$ cat src/rtl/multi_cycle_control.sv
// Multi-cycle CPU controller: sequences IF/ID/EXE/MEM/WB and decodes datapath controls.
// Optional feature: define CTRL_JAL_JR_EN to decode jr/jal; otherwise they behave as NOP.
module multi_cycle_control (
    input  logic       CLK,
    input  logic       RST,
    input  logic [5:0] opcode,
    input  logic       zero,
    output logic [2:0] state,
    output logic       PCWre,
    output logic       IRWre,
    output logic       InsMemRW,
    output logic       ExtSel,
    output logic       ALUSrcA,
    output logic       ALUSrcB,
    output logic [2:0] ALUOp,
    output logic       mRD,
    output logic       mWR,
    output logic       DBDataSrc,
    output logic       WrRegDSrc,
    output logic [1:0] RegDst,
    output logic       RegWre,
    output logic [1:0] PCSrc
);

    typedef enum logic [2:0] {
        StIf    = 3'b000,
        StId    = 3'b001,
        StExeLs = 3'b010,
        StMem   = 3'b011,
        StWbLd  = 3'b100,
        StExeBr = 3'b101,
        StExeAl = 3'b110,
        StWbAl  = 3'b111
    } state_e;

    localparam logic [5:0] OpAdd   = 6'b000000;
    localparam logic [5:0] OpSub   = 6'b000001;
    localparam logic [5:0] OpAddi  = 6'b000010;
    localparam logic [5:0] OpOr    = 6'b010000;
    localparam logic [5:0] OpAnd   = 6'b010001;
    localparam logic [5:0] OpOri   = 6'b010010;
    localparam logic [5:0] OpSll   = 6'b011000;
    localparam logic [5:0] OpSlt   = 6'b100110;
    localparam logic [5:0] OpSltiu = 6'b100111;
    localparam logic [5:0] OpSw    = 6'b110000;
    localparam logic [5:0] OpLw    = 6'b110001;
    localparam logic [5:0] OpBeq   = 6'b110100;
    localparam logic [5:0] OpJ     = 6'b111000;
    localparam logic [5:0] OpJr    = 6'b111001;
    localparam logic [5:0] OpJal   = 6'b111010;
    localparam logic [5:0] OpHalt  = 6'b111111;

    localparam logic [2:0] AluAdd = 3'b000;
    localparam logic [2:0] AluSub = 3'b001;
    localparam logic [2:0] AluSlt = 3'b010;
    localparam logic [2:0] AluSll = 3'b100;
    localparam logic [2:0] AluOr  = 3'b101;
    localparam logic [2:0] AluAnd = 3'b110;

    localparam logic [1:0] PcNext   = 2'b00;
    localparam logic [1:0] PcBranch = 2'b01;
    localparam logic [1:0] PcJump   = 2'b10;
    localparam logic [1:0] PcReg    = 2'b11;

    state_e state_q, state_d;

    logic is_r_alu, is_i_alu, is_alu;
    logic is_lw, is_sw, is_beq;
    logic is_j, is_jr, is_jal, is_halt, is_nop;

    logic [2:0] alu_op_dec;
    logic       alu_src_a_dec, alu_src_b_dec, ext_sel_dec;

    // Opcode class decode; IR is stable from ID onward so opcode is used directly.
    always_comb begin
        is_r_alu = (opcode == OpAdd) || (opcode == OpSub) || (opcode == OpOr) ||
                   (opcode == OpAnd) || (opcode == OpSll) || (opcode == OpSlt);
        is_i_alu = (opcode == OpAddi) || (opcode == OpOri) || (opcode == OpSltiu);
        is_alu   = is_r_alu || is_i_alu;
        is_lw    = (opcode == OpLw);
        is_sw    = (opcode == OpSw);
        is_beq   = (opcode == OpBeq);
        is_j     = (opcode == OpJ);
        is_halt  = (opcode == OpHalt);
`ifdef CTRL_JAL_JR_EN
        is_jr    = (opcode == OpJr);
        is_jal   = (opcode == OpJal);
`else
        is_jr    = 1'b0;
        is_jal   = 1'b0;
`endif
        is_nop   = !(is_alu || is_lw || is_sw || is_beq || is_j || is_jr || is_jal ||
                     is_halt);
    end

    always_comb begin
        alu_op_dec    = AluAdd;
        alu_src_a_dec = 1'b0;
        alu_src_b_dec = 1'b0;
        ext_sel_dec   = 1'b1;
        case (opcode)
            OpAdd:   alu_op_dec = AluAdd;
            OpSub:   alu_op_dec = AluSub;
            OpAddi: begin
                alu_op_dec    = AluAdd;
                alu_src_b_dec = 1'b1;
            end
            OpOr:    alu_op_dec = AluOr;
            OpAnd:   alu_op_dec = AluAnd;
            OpOri: begin
                alu_op_dec    = AluOr;
                alu_src_b_dec = 1'b1;
                ext_sel_dec   = 1'b0;
            end
            OpSll: begin
                alu_op_dec    = AluSll;
                alu_src_a_dec = 1'b1;
            end
            OpSlt:   alu_op_dec = AluSlt;
            OpSltiu: begin
                alu_op_dec    = AluSlt;
                alu_src_b_dec = 1'b1;
            end
            default: alu_op_dec = AluAdd;
        endcase
    end

    always_comb begin
        state_d = state_q;
        case (state_q)
            StIf:    state_d = StId;
            StId: begin
                if (is_alu) begin
                    state_d = StExeAl;
                end else if (is_lw || is_sw) begin
                    state_d = StExeLs;
                end else if (is_beq) begin
                    state_d = StExeBr;
                end else if (is_halt) begin
                    state_d = StId;
                end else begin
                    state_d = StIf;
                end
            end
            StExeAl: state_d = StWbAl;
            StWbAl:  state_d = StIf;
            StExeLs: state_d = StMem;
            StMem:   state_d = is_lw ? StWbLd : StIf;
            StWbLd:  state_d = StIf;
            StExeBr: state_d = StIf;
            default: state_d = StIf;
        endcase
    end

    always_ff @(posedge CLK) begin
        if (RST) begin
            state_q <= StIf;
        end else begin
            state_q <= state_d;
        end
    end

    assign state = state_q;

    always_comb begin
        PCWre     = 1'b0;
        IRWre     = 1'b0;
        InsMemRW  = 1'b0;
        ExtSel    = 1'b0;
        ALUSrcA   = 1'b0;
        ALUSrcB   = 1'b0;
        ALUOp     = AluAdd;
        mRD       = 1'b0;
        mWR       = 1'b0;
        DBDataSrc = 1'b0;
        WrRegDSrc = 1'b0;
        RegDst    = 2'b00;
        RegWre    = 1'b0;
        PCSrc     = PcNext;
        case (state_q)
            StIf: begin
                InsMemRW = 1'b1;
                IRWre    = 1'b1;
            end
            StId: begin
                if (is_j) begin
                    PCWre = 1'b1;
                    PCSrc = PcJump;
                end else if (is_jr) begin
                    PCWre = 1'b1;
                    PCSrc = PcReg;
                end else if (is_jal) begin
                    PCWre     = 1'b1;
                    PCSrc     = PcJump;
                    RegWre    = 1'b1;
                    RegDst    = 2'b00;
                    WrRegDSrc = 1'b0;
                end else if (is_nop) begin
                    PCWre = 1'b1;
                    PCSrc = PcNext;
                end
            end
            StExeAl, StWbAl: begin
                ALUOp   = alu_op_dec;
                ALUSrcA = alu_src_a_dec;
                ALUSrcB = alu_src_b_dec;
                ExtSel  = ext_sel_dec;
                if (state_q == StWbAl) begin
                    RegWre    = 1'b1;
                    WrRegDSrc = 1'b1;
                    DBDataSrc = 1'b0;
                    PCWre     = 1'b1;
                    PCSrc     = PcNext;
                    RegDst    = is_r_alu ? 2'b10 : 2'b01;
                end
            end
            StExeLs, StMem: begin
                ALUOp   = AluAdd;
                ALUSrcB = 1'b1;
                ExtSel  = 1'b1;
                if (state_q == StMem) begin
                    mRD = is_lw;
                    mWR = is_sw;
                    if (is_sw) begin
                        PCWre = 1'b1;
                        PCSrc = PcNext;
                    end
                end
            end
            StWbLd: begin
                DBDataSrc = 1'b1;
                WrRegDSrc = 1'b1;
                RegDst    = 2'b01;
                RegWre    = 1'b1;
                PCWre     = 1'b1;
                PCSrc     = PcNext;
            end
            StExeBr: begin
                ALUOp  = AluSub;
                ExtSel = 1'b1;
                PCWre  = 1'b1;
                PCSrc  = zero ? PcBranch : PcNext;
            end
            default: PCWre = 1'b0;
        endcase
        // Reset must never let a write through, even before state_q returns to IF.
        if (RST) begin
            PCWre  = 1'b0;
            IRWre  = 1'b0;
            RegWre = 1'b0;
            mWR    = 1'b0;
            mRD    = 1'b0;
        end
    end

endmodule

$ cat config.mk
export PLATFORM = sky130hd
export DESIGN_NAME = multi_cycle_control
export DESIGN_NICKNAME = d
export VERILOG_FILES = /design/src/rtl/multi_cycle_control.sv
export SDC_FILE = /design/constraint.sdc
export NUM_CORES = 1
export LEC_CHECK = 0
export BUFFER_PORTS_ARGS = -buffer_cell sky130_fd_sc_hd__buf_4
export CORE_MARGIN = 10
export CORE_UTILIZATION = 43
export CTS_BUF_LIST = sky130_fd_sc_hd__clkbuf_8
export CTS_CLUSTER_SIZE = 28
export DETAILED_ROUTE_END_ITERATION = 8
export PLACE_DENSITY = 0.85
export SYNTH_ARGS = -nofsm -noshare
export SYNTH_HDL_FRONTEND = slang
export SYNTH_SLANG_ARGS = --single-unit
$ cat constraint.sdc
create_clock -name CLK -period 1.6 [get_ports CLK]
set_input_delay 0.32 -clock CLK [delete_from_list [all_inputs] [get_ports CLK]]
set_output_delay 0.32 -clock CLK [all_outputs]
set_load 0.03 [all_outputs]
==> metrics.md, run 1 <==
| Metric | Value |
|---|---|
| Clk sinks | 3 |
| Synth warn | 0 |
| Hpwl dp | 2.17 mm |
| Maximum number of pins on one net before global-route repair | 17 |
| Post-synth EDFFs | 0 |
| WEP type | top-level output |
| Synth unique cells | 41 |
| Inserted Clock Buffers | 3 |
| Ys async rst share | 0% |
| Register bit total from synthesis | 3 |
| GRT worst endpoint | PCWre |
| Status | aborted with a tool error |
| I/O pin count | 30 |
| Die width | a little under 60 um |
| Sequential element share of the synthesized area | a little under a tenth |
| CTS max path bufs | 2 |
| Area of placed instances | around 0.0011 mm^2 |
| Synth Instances | 94 |
| Place WS | -0.262 ns |
| Die height | 58.6 um |
| Final Wtd Congestion | 0.913 |
| Root Driver | clkbuf_8 |
| CTS H-tree depth | 1 |
| # hold bufs at CTS | 0 |
| Log Error | [ERROR DPL-0033] detailed placement checks failed during check placement. |
| Predominant post-synthesis flop cell | dfxtp_1 |
| Failing step | global routing |
| Starting Density | 47.4% |
| Initial antenna violation count | 0 |
| Syn nets | 107 |
| Avg Cell Area, Syn | 6.80 um^2 |
| Row count | 13 |
| # port buffers | 29 |
| Cell area after synthesis | 639 um^2 |
==> what timing repair did <==
item / 4_1_cts
endpoints found under the setup margin: 15
gates resized for setup: 22
pin swaps: 4
buffers inserted: 3
==> synthesized netlist by cell type (3+ instances only) <==
master    instances  area [um^2]
nor2_1           13         48.8
and3_1            6         37.5
nor3_1            6         30.0
buf_2             5         25.0
a21oi_1           4         20.0
ha_1              4         50.1
nand2_1           4         15.0
nand3_1           4         20.0
clkbuf_1          3         11.3
dfxtp_1           3         60.1
nand2b_1          3         18.8
nor2b_1           3         18.8
==> kinds of logic after synthesis <==
logic type | count (synthesis) | synth area share, %
buffers and inverters | 11 | 7.43
adders and majority gates | 4 | 7.83
AOI/OAI and AO/OA | 23 | 28.2
and+or+nand+nor | 52 | 45.4
DFF | 3 | 9.39
muxes | 1 | 1.76
==> metrics by stage <==
stage,hold WS [ns],TNS [ns],utilization [%],instances
2_1_floorplan,0.680,-0.975,-,94
3_3_place_gp,0.615,-1.33,82.4,158
3_5_place_dp,0.626,-1.67,82.4,158
4_1_cts,0.395,-2.15,94.9,165
==> run 2: changes to the inputs <==
==> config.mk (replaced) <==
export PLATFORM = sky130hd
export DESIGN_NAME = multi_cycle_control
export DESIGN_NICKNAME = d
export VERILOG_FILES = /design/src/rtl/multi_cycle_control.sv
export SDC_FILE = /design/constraint.sdc
export NUM_CORES = 1
export LEC_CHECK = 0
export BUFFER_PORTS_ARGS = -buffer_cell sky130_fd_sc_hd__buf_4
export CORE_AREA = 10 10 71 73
export DETAILED_ROUTE_END_ITERATION = 8
export DIE_AREA = 0 0 81 83
export PLACE_DENSITY_LB_ADDON = 0.15
export SYNTH_ARGS = -nofsm -noshare
export SYNTH_HDL_FRONTEND = slang
export SYNTH_SLANG_ARGS = --single-unit
==> constraint.sdc (replaced) <==
create_clock -name CLK -period 2.1 [get_ports CLK]
set_input_delay 0.42 -clock CLK [delete_from_list [all_inputs] [get_ports CLK]]
set_output_delay 0.42 -clock CLK [all_outputs]
set_load 0.03 [all_outputs]
==> run 2 against run 1 <==
The flow now finishes without violations. Area after synthesis is the same. Synthesized cell count is the same.
==> metrics.md, run 2 <==
| Metric | Value |
|---|---|
| All-Layer GR Usage | 7.64% |
| Core Util, Final | 31.2% |
| Post-synth EDFFs | 0 |
| Synth cell count leaders | nor2_1, and3_1, nor3_1 |
| Synth warn | 0 |
| Slowest CP cell | and4b_1 |
| I/O pin count | 30 |
| Total core area | 0.00363 mm^2 |
| CP arrival | about 1.6 ns |
| CTS tree | yes |
| Hpwl dp | 2.05 mm |
| Fillers | roughly 400 |
| Worst EP required | 1.68 ns |
| First-pass GRT wire length | 4.27 mm |
| Status | completed |
| Top cell type's share of synthesized area | 9.39% |
| Delay of the slowest cell on the worst path | 0.23 ns |
| Maximum number of pins on one net before global-route repair | 17 |
| Period utilisation layout | 98.0% |
| Die ar. | slightly below 0.007 mm^2 |
| Setup Crit Path Kind | input port to output port |
| Clock group share of total power | 40.5% |
| Ys async rst share | 0% |
| Layout Skew | 0.00331 ns |
| Sequential element share of the synthesized area | 9.39% |
| Synth unique cells | 41 |
| Pre-antenna DRT Iters | 4 |
| Slew @ Worst Pin | 0.384 ns |
| VDD IR max | 0.101 mV |
| Via-per-instance ratio | 4.71 |
| Achievable clock frequency | 0.486 GHz |
| Syn nets | 107 |
| Slew headroom | 74.2% |
| Register bit total from synthesis | 3 |
| Synth Instances | 94 |
| Cells taking the most area after synthesis | dfxtp_1, ha_1, nor2_1, and3_1, nor3_1 |
| Layout cell share with drive strength beyond 1 | ~48% |
| Largest fanout on the critical path | 11 |
| Starting Density | 17.6% |
| # hold bufs at CTS | 0 |
| Setup crit end | PCWre |
| Crit. Startpoint | opcode[3] |
| Die height | 83 um |
| Final instance area | 0.00113 mm^2 |
| Row count | 22 |
| Internal power | 265 uW |
| Final max-slew violation count | 0 |
| Lkg Pwr | between 0.0004 and 0.0005 uW |
| Routed WL | 2.60 mm |
| Avg Cell Area, Syn | approximately 6.8 um^2 |
| Count leader, synth | nor2_1 |
| CTS H-tree depth | 1 |
| NumNets Final | 150 |
| Root Driver | clkbuf_8 |
| Reg2Reg Depth | 6 |
| Clk sinks | 3 |
| Reg clk slew, reported paths | 0.03 ns |
| Area of placed instances | 975 um^2 |
| Detail Route Antenna Nets | 0 |
| Net switching power | 144 uW |
| Vias in the first global route | between 800 and 900 |
| Final std cells w/o fill | 184 |
| Ant diodes | 0 |
| Drt wl/cell | 14.1 um |
| Flop pwr share | 15.3% |
| DRC Markers | 0 |
| Top Family by Delay on Critical Path | simple AND/OR/NAND/NOR gates |
| Reg2reg setup slack | 0.83 ns |
| R2R Path End | state[2]$_SDFF_PP0_ |
| Most common cell after layout, fill and taps aside | buf_4 |
| Die width | 81 um |
| Synth area leader | dfxtp_1 |
| Final Setup Violations | 0 |
| Placed Instances | 173 |
| Max-cap violation count | 0 |
| Cell area after synthesis | 639 um^2 |
| Cell count along the critical path | 7 |
| Worst R2R Start | state[2]$_SDFF_PP0_ |
| Hold Path Class | input port to register |
| DR vias | between 800 and 900 |
| PwrDens | 361 mW/mm^2 |
| Final Wtd Congestion | about 0.8 |
| Inserted Clock Buffers | 3 |
| CTS max path bufs | 2 |
| Grt total ovfl | 0 |
| Iter 0 DRT Violations | 48 |
| Multi-input gate area | about 590 um^2 |
| Most frequent cells in the layout | buf_4, nor2_1, nor3_1 |
| Worst skew pair latency | roughly 0.21 ns |
| Register area | 63.8 um^2 |
| Switch share | 35.2% |
| Critical Path End Type | output port |
| Fin crit period | 2.06 ns |
| Max reg flops | 3 |
| Synth-to-Final Area Change | 77.1% |
| Worst path bufs/invs | 2 |
| RSZ-0062 raised after global routing | yes |
| Startpoint types | input port |
| Crit-path cells | buf_4 > nor2_1 > and4b_1 > nand4_1 > and3b_2 > o31ai_4 > buf_6 |
| Predominant post-synthesis flop cell | dfxtp_1 |
| Combinational share of power | around 44% |
| Initial antenna violation count | 0 |
| Hold Fails Final Rpt | 0 |
| # port buffers | 29 |
[run 2: cell type report]
cell class	instances	share of cell area (%)
Clock buffer	4	3.98
Inverter	2	0.884
Multi-Input combinational cell	80	52.0
Tap cell	48	5.30
Timing Repair Buffer	47	32.2
Sequential cell	3	5.64
[run 2: power by group through the flow]
stage	Combinational [uW]	Clock (uW)	Sequential, uW
after floorplan	96.9	0	72.0
after global placement	167	0	63.8
after detailed placement	167	0	63.9
after CTS	169	169	63.2
after global routing	198	183	62.8
final	181	166	62.4
[run 2: what timing repair did]
action	CTS	global route
pin swaps	0	5
buffers inserted	0	7
gates resized for setup	3	13
endpoints found under the setup margin	3	8
hold endpoints to repair	0	0
[run 2: layer usage]
metal | up-vias | part of all wire (%) | track usage (%)
met5 | - | 0 | 0
met4 | 0 | 0 | 3.29
met3 | 0 | 8.5 | 2.69
met2 | 32 | 46 | 11.7
met1 | 391 | 46 | 9.30
li1 | 443 | - | -
[run 2: how the worst min path moves through the flow]
stage / to / start / cells past startpoint
6_report: state[1]$_SDFF_PP0_ / RST / 2
3_3_place_gp: state[0]$_SDFF_PP0_ / RST / 2
5_1_grt: state[1]$_SDFF_PP0_ / RST / 2
3_5_place_dp: state[1]$_SDFF_PP0_ / RST / 2
2_1_floorplan: state[1]$_SDFF_PP0_ / RST / 2
4_1_cts: state[1]$_SDFF_PP0_ / RST / 2
[run 2: stage by stage]
| stage | setup slack [ns] | hold slack [ns] | setup TNS (ns) | total power, uW |
|---|---|---|---|---|
| global placement | 0.0333 | 0.699 | 0 | 231 |
| floorplan | -0.165 | 0.760 | -0.320 | 169 |
| finish | 0.0418 | 0.472 | 0 | 409 |
| global route | -0.0215 | 0.487 | -0.0215 | 443 |
| detailed placement | -0.00592 | 0.703 | -0.00592 | 231 |
| CTS | 0.00333 | 0.478 | 0 | 401 |
[run 2: cell families (layout without fill, tap and decap cells)]
group	Yosys count	count (layout)	share of synthesized area, %
multiplexers	1	1	1.76
AO/OA/AOI/OAI	23	23	28.2
buffers and inverters	11	53	7.43
AND/OR/NAND/NOR	52	52	45.4
flip-flops	3	3	9.39
adder cells (fa/ha/maj)	4	4	7.83
Power figures use the tool's default switching activity.
==> run 3: changes to the inputs <==
--- a/config.mk
+++ b/config.mk
@@ -6,6 +6,8 @@
 export NUM_CORES = 1
 export LEC_CHECK = 0
 export BUFFER_PORTS_ARGS = -buffer_cell sky130_fd_sc_hd__buf_4
+export CELL_PAD_IN_SITES_DETAIL_PLACEMENT = 0
+export CELL_PAD_IN_SITES_GLOBAL_PLACEMENT = 2
 export CORE_AREA = 10 10 71 73
 export DETAILED_ROUTE_END_ITERATION = 8
 export DIE_AREA = 0 0 81 83
==> run 3 against run 2 <==
First-iteration DRC count grew 4.2%. Global-route usage grew 0.29 points. Via count grew 0.23%. Routed wire length grew 7.3%. Design area shrank 1.5%. Sequential power is essentially flat. Clock-buffer cell count is the same. Register-to-register slack is essentially flat. Clock skew grew 0.0040 ns. Cell count shrank 1.1%. Core utilization shrank 0.48 points. Critical path depth shrank 1. Critical path type is now register to output port. Largest power group unchanged.
==> metrics.md, run 3 (synthesis gave the netlist of run 2 again) <==
| Metric | Value |
|---|---|
| Status | completed |
| Total core area | 0.00363 mm^2 |
| CTS tree | yes |
| Pre-antenna DRT Iters | 4 |
| Setup Crit Path Kind | register to output port |
| Hold depth | 2 |
| Row count | 22 |
| Layout Skew | 0.00728 ns |
| Routed WL | between 2 and 3 mm |
| Crit-path cells | inv_4 > and3_4 > and4b_1 > and3b_2 > o31ai_4 > buf_6 |
| Inserted Clock Buffers | 3 |
| Slowest CP cell | dfxtp_4 |
| DRC Markers | 0 |
| Most common cell after layout, fill and taps aside | buf_4 |
| CP arrival | roughly 1.6 ns |
| Routed wire length on met3 | 186 um |
| Slew @ Worst Pin | 0.327 ns |
| Max reg flops | 3 |
| Synth-to-Final Area Change | 74.4% |
| Initial antenna violation count | 0 |
| Setup crit end | PCWre |
| Detail Route Antenna Nets | 0 |
| Delay of the slowest cell on the worst path | 0.37 ns |
| Final instance area | 0.00111 mm^2 |
| Reg2reg setup slack | 0.83 ns |
| Achievable clock frequency | 0.488 GHz |
| Root Driver | clkbuf_8 |
| Met2 Wirelength | 1.19 mm |
| Layout cell share with drive strength beyond 1 | 46.3% |
| Final max-slew violation count | 0 |
| Slew headroom | between 70 and 80% |
| I/O pin count | 30 |
| NumNets Final | 148 |
| Reg clk slew, reported paths | 0.04 ns |
| Ant diodes | 0 |
| VDD IR max | 0.133 mV |
| Startpoint types | register |
| Hold Fails Final Rpt | 0 |
| All-Layer GR Usage | 7.94% |
| First-pass GRT wire length | 4.46 mm |
| Area of placed instances | around 1000 um^2 |
| Core Util, Final | a little under a third |
| CTS max path bufs | 2 |
| Die height | ~83 um |
| Grt total ovfl | 0 |
| DRT met1 WL | 1.40 mm |
| # port buffers | 29 |
| Top layer in use | met4 |
| Critical Path End Type | output port |
| Starting Density | 17.6% |
| CTS H-tree depth | 1 |
| Worst skew pair latency | ~0.22 ns |
| Setup_tns | 0 ns |
| Die width | 81 um |
| Final Wtd Congestion | 0.772 |
| Worst EP required | ~1.7 ns |
| Largest fanout on the critical path | 8 |
| Hold Path Origin | RST |
| Period utilisation layout | 97.6% |
| # hold bufs at CTS | 0 |
| Worst R2R Start | state[2]$_SDFF_PP0_ |
| Maximum number of pins on one net before global-route repair | 17 |
| Iter 0 DRT Violations | 50 |
| Via-per-instance ratio | around 4.8 |
| Die ar. | 0.00672 mm^2 |
| Most frequent cells in the layout | buf_4, nor2_1, nor3_1 |
| DR vias | between 800 and 900 |
| Vias in the first global route | 889 |
| PwrDens | 373 mW/mm^2 |
| Clk sinks | 3 |
| Max-cap violation count | 0 |
| Reg2Reg Depth | 6 |
| Hpwl dp | approximately 2.1 mm |
| Final Setup Violations | 0 |
| Fin crit period | 2.05 ns |
| Drt wl/cell | 15.3 um |
| Crit. Startpoint | state[2]$_SDFF_PP0_ |
| Lkg Pwr | 0.000485 uW |
| R2R Path End | state[2]$_SDFF_PP0_ |
| Hold Path Class | input port to register |
==> run 3: final cells by class <==
class	count	area, um^2
fill	425	2520
multi-input combinational	80	594
timing repair buffer	45	342
sequential	3	63.8
tap	48	60.1
clock buffer	4	45.0
inverter	2	10.0
==> run 3: power breakdown <==
group	switching (uW)	leakage [uW]	internal (uW)	total (uW)
Combinational	108	0.000437	74.7	182
Clock	41.4	0.0000228	130	171
Sequential	2.57	0.0000254	59.6	62.2
Total	152	0.000485	264	416
==> run 3: metrics by stage <==
step / setup slack (ns) / std cells / power [uW] / hold slack (ns)
2_1_floorplan: -0.165 / 94 / 169 / 0.760
3_3_place_gp: 0.0144 / 175 / 236 / 0.702
3_5_place_dp: 0.0177 / 175 / 235 / 0.708
4_1_cts: 0.00517 / 179 / 414 / 0.481
5_1_grt: -0.00286 / 182 / 444 / 0.495
6_report: 0.0508 / 182 / 416 / 0.477
==> run 3: timing repair <==
| item | 4_1_cts | 5_1_grt |
|---|---|---|
| pin swaps | 0 | 3 |
| setup buffers | 0 | 3 |
| resized for setup | 4 | 10 |
| setup endpoints to repair | 2 | 7 |
==> run 3: per-layer routing <==
metal,GRT usage (%),vias up
li1,-,436
met1,10.9,404
met2,11.6,26
met3,2.59,2
met4,1.72,0
met5,0,-
==> run 3: how the worst min path moves through the flow <==
stage,slack [ns],endpoint
floorplan,0.76,state[1]$_SDFF_PP0_
global placement,0.70,state[0]$_SDFF_PP0_
detailed placement,0.71,state[1]$_SDFF_PP0_
CTS,0.48,state[0]$_SDFF_PP0_
global route,0.49,state[0]$_SDFF_PP0_
finish,0.48,state[0]$_SDFF_PP0_
==> run 3: worst max-delay path: cells and delay by family (launching register included) <==
kind | cells | cell delay [ns]
AO/OA/AOI/OAI | 1 | 0.17
buffers and inverters | 2 | 0.23
flip-flops | 1 | 0.37
AND/OR/NAND/NOR | 3 | 0.63
==> run 4: changes to the inputs <==
--- a/config.mk
+++ b/config.mk
@@ -11,7 +11,9 @@
 export CORE_AREA = 10 10 71 73
 export DETAILED_ROUTE_END_ITERATION = 8
 export DIE_AREA = 0 0 81 83
+export GPL_ROUTABILITY_DRIVEN = 0
 export PLACE_DENSITY_LB_ADDON = 0.15
+export SETUP_SLACK_MARGIN = 0.3
 export SYNTH_ARGS = -nofsm -noshare
 export SYNTH_HDL_FRONTEND = slang
 export SYNTH_SLANG_ARGS = --single-unit
==> run 4 against run 3 <==
Global-route usage up 0.75 points. First-iteration DRC count up 6.0%. Non-clock buffer count up 8. Sequential cell count unchanged. Worst hold slack better by 0.019 ns. Worst setup slack better by 0.029 ns. Clock skew down 0.0060 ns. Total power up 9.3%. Cell count up 4.4%. Routed wire length up 4.4%. Die area unchanged.
==> metrics.md, run 4 (synthesis gave the netlist of run 2 again) <==
| Metric | Value |
|---|---|
| VDD IR max | approximately 0.15 mV |
| Die ar. | 0.00672 mm^2 |
| Inserted Clock Buffers | 3 |
| Iter 0 DRT Violations | 53 |
| Critical Path End Type | output port |
| Hold Fails Final Rpt | 0 |
| Reg clk slew, reported paths | 0.03 ns |
| Vias in the first global route | between 900 and 1000 |
| Status | completed |
| Achievable clock frequency | 0.495 GHz |
| CTS H-tree depth | 1 |
| Hold Path Class | input port to register |
| Hpwl dp | 2.15 mm |
| CP arrival | around 1.6 ns |
| Slew headroom | 78.4% |
| Delay of the slowest cell on the worst path | 0.24 ns |
| Via-per-instance ratio | approximately 4.8 |
| Starting Density | 17.6% |
| Lkg Pwr | 0.000572 uW |
| Most common cell after layout, fill and taps aside | buf_4 |
| # port buffers | 29 |
| Final Setup Violations | 0 |
| Period utilisation layout | 96.2% |
| Worst skew pair latency | 0.22 ns |
| Slowest CP cell | and4b_2 |
| Hold Slack | 0.496 ns |
| Initial antenna violation count | 0 |
| First-pass GRT wire length | a little under 5 mm |
| Place WS | -0.0555 ns |
| Synth-to-Final Area Change | 116% |
| Startpoint types | input port |
| Fillers | about 400 |
| Die height | 83 um |
| Slew @ Worst Pin | 0.321 ns |
| Layout cell share with drive strength beyond 1 | between 60% and 70% |
| Drt wl/cell | around 15 um |
| I/O pin count | 30 |
| Detail Route Antenna Nets | 0 |
| Routed WL | 2.91 mm |
| Final max-slew violation count | 0 |
| Max reg flops | 3 |
| Ant diodes | 0 |
| Largest fanout on the critical path | 2 |
| All-Layer GR Usage | 8.69% |
| Final worst slack | 0.0795 ns |
| Worst path bufs/invs | 2 |
| Crit-path cells | buf_4 > nor2_4 > and3_1 > and4b_2 > and3b_1 > o31ai_4 > buf_6 |
| Setup Crit Path Kind | input port to output port |
| Top Family by Delay on Critical Path | simple AND/OR/NAND/NOR gates |
| Maximum number of pins on one net before global-route repair | 17 |
| NumNets Final | 156 |
| Max-cap violation count | 0 |
| Pre-antenna DRT Iters | 4 |
| Fin crit period | 2.02 ns |
| CTS max path bufs | 2 |
| RSZ-0062 raised after global routing | yes |
| Root Driver | clkbuf_8 |
| Die width | approximately 81 um |
| CTS tree | yes |
| PwrDens | 329 mW/mm^2 |
| Row count | 22 |
| Grt total ovfl | 0 |
| Most frequent cells in the layout | buf_4, buf_6, nor2_1 |
| DRC Markers | 0 |
| Layout Skew | 0.00128 ns |
| Total core area | 0.00363 mm^2 |
| DR vias | 908 |
| Clk sinks | 3 |
| Core Util, Final | 38.1% |
| Worst EP required | 1.68 ns |
[run 4: cell count changes in the layout (fill, tap and decap cells not counted), sizes merged]
cell  delta
buf      +8
[run 4: metrics by stage]
step	cells	TNS [ns]	cell area, um^2	total power (uW)
6_report	190	0	1380	455
5_1_grt	190	0	1380	491
4_1_cts	187	0	1300	453
3_5_place_dp	174	-0.0555	1040	245
3_3_place_gp	174	-0.00228	1040	245
2_1_floorplan	94	0	702	176
[run 4: cell type report]
| type | count | area, um^2 | share of cell area (%) |
|---|---|---|---|
| inverters | 2 | 12.5 | 0.905 |
| well taps | 48 | 60.1 | 4.34 |
| multi-input cells | 80 | 717 | 51.9 |
| clock buffers | 4 | 45.0 | 3.26 |
| repair buffers | 53 | 479 | 34.7 |
| flip-flops and latches | 3 | 68.8 | 4.98 |
[run 4: repair_timing]
| action | in CTS | in global routing |
|---|---|---|
| setup buffers | 9 | 3 |
| hold buffers | 0 | 0 |
| pin swaps | 8 | 7 |
| endpoints found under the setup margin | 13 | 11 |
| gates cloned | 0 | 0 |
| gates resized for setup | 31 | 17 |
[run 4: path summary, 6_finish.rpt]
path / slack (ns) / end / from / depth (start not counted)
hold reg to reg: 0.67 / state[0]$_SDFF_PP0_ / state[1]$_SDFF_PP0_ / 3
setup reg to reg: 0.70 / state[2]$_SDFF_PP0_ / state[2]$_SDFF_PP0_ / 7
setup / recovery: 0.08 / PCWre / opcode[1] / 7
hold / removal: 0.50 / state[1]$_SDFF_PP0_ / RST / 2
[run 4: metal layers]
| layer | wire length (um) | GRT usage, % | vias up |
|---|---|---|---|
| met4 | 20 | 2.50 | 0 |
| met5 | 0 | 0 | - |
| met2 | 1340 | 12.7 | 28 |
| met1 | 1300 | 11.5 | 423 |
| li1 | - | - | 455 |
| met3 | 257 | 3.13 | 2 |
[run 4: report_power, final]
part / leakage, uW / switching (uW) / internal [uW]
clock network: 0.0000228 / 39.4 / 130
logic: 0.000523 / 125 / 99.2
registers: 0.0000263 / 2.59 / 59.2
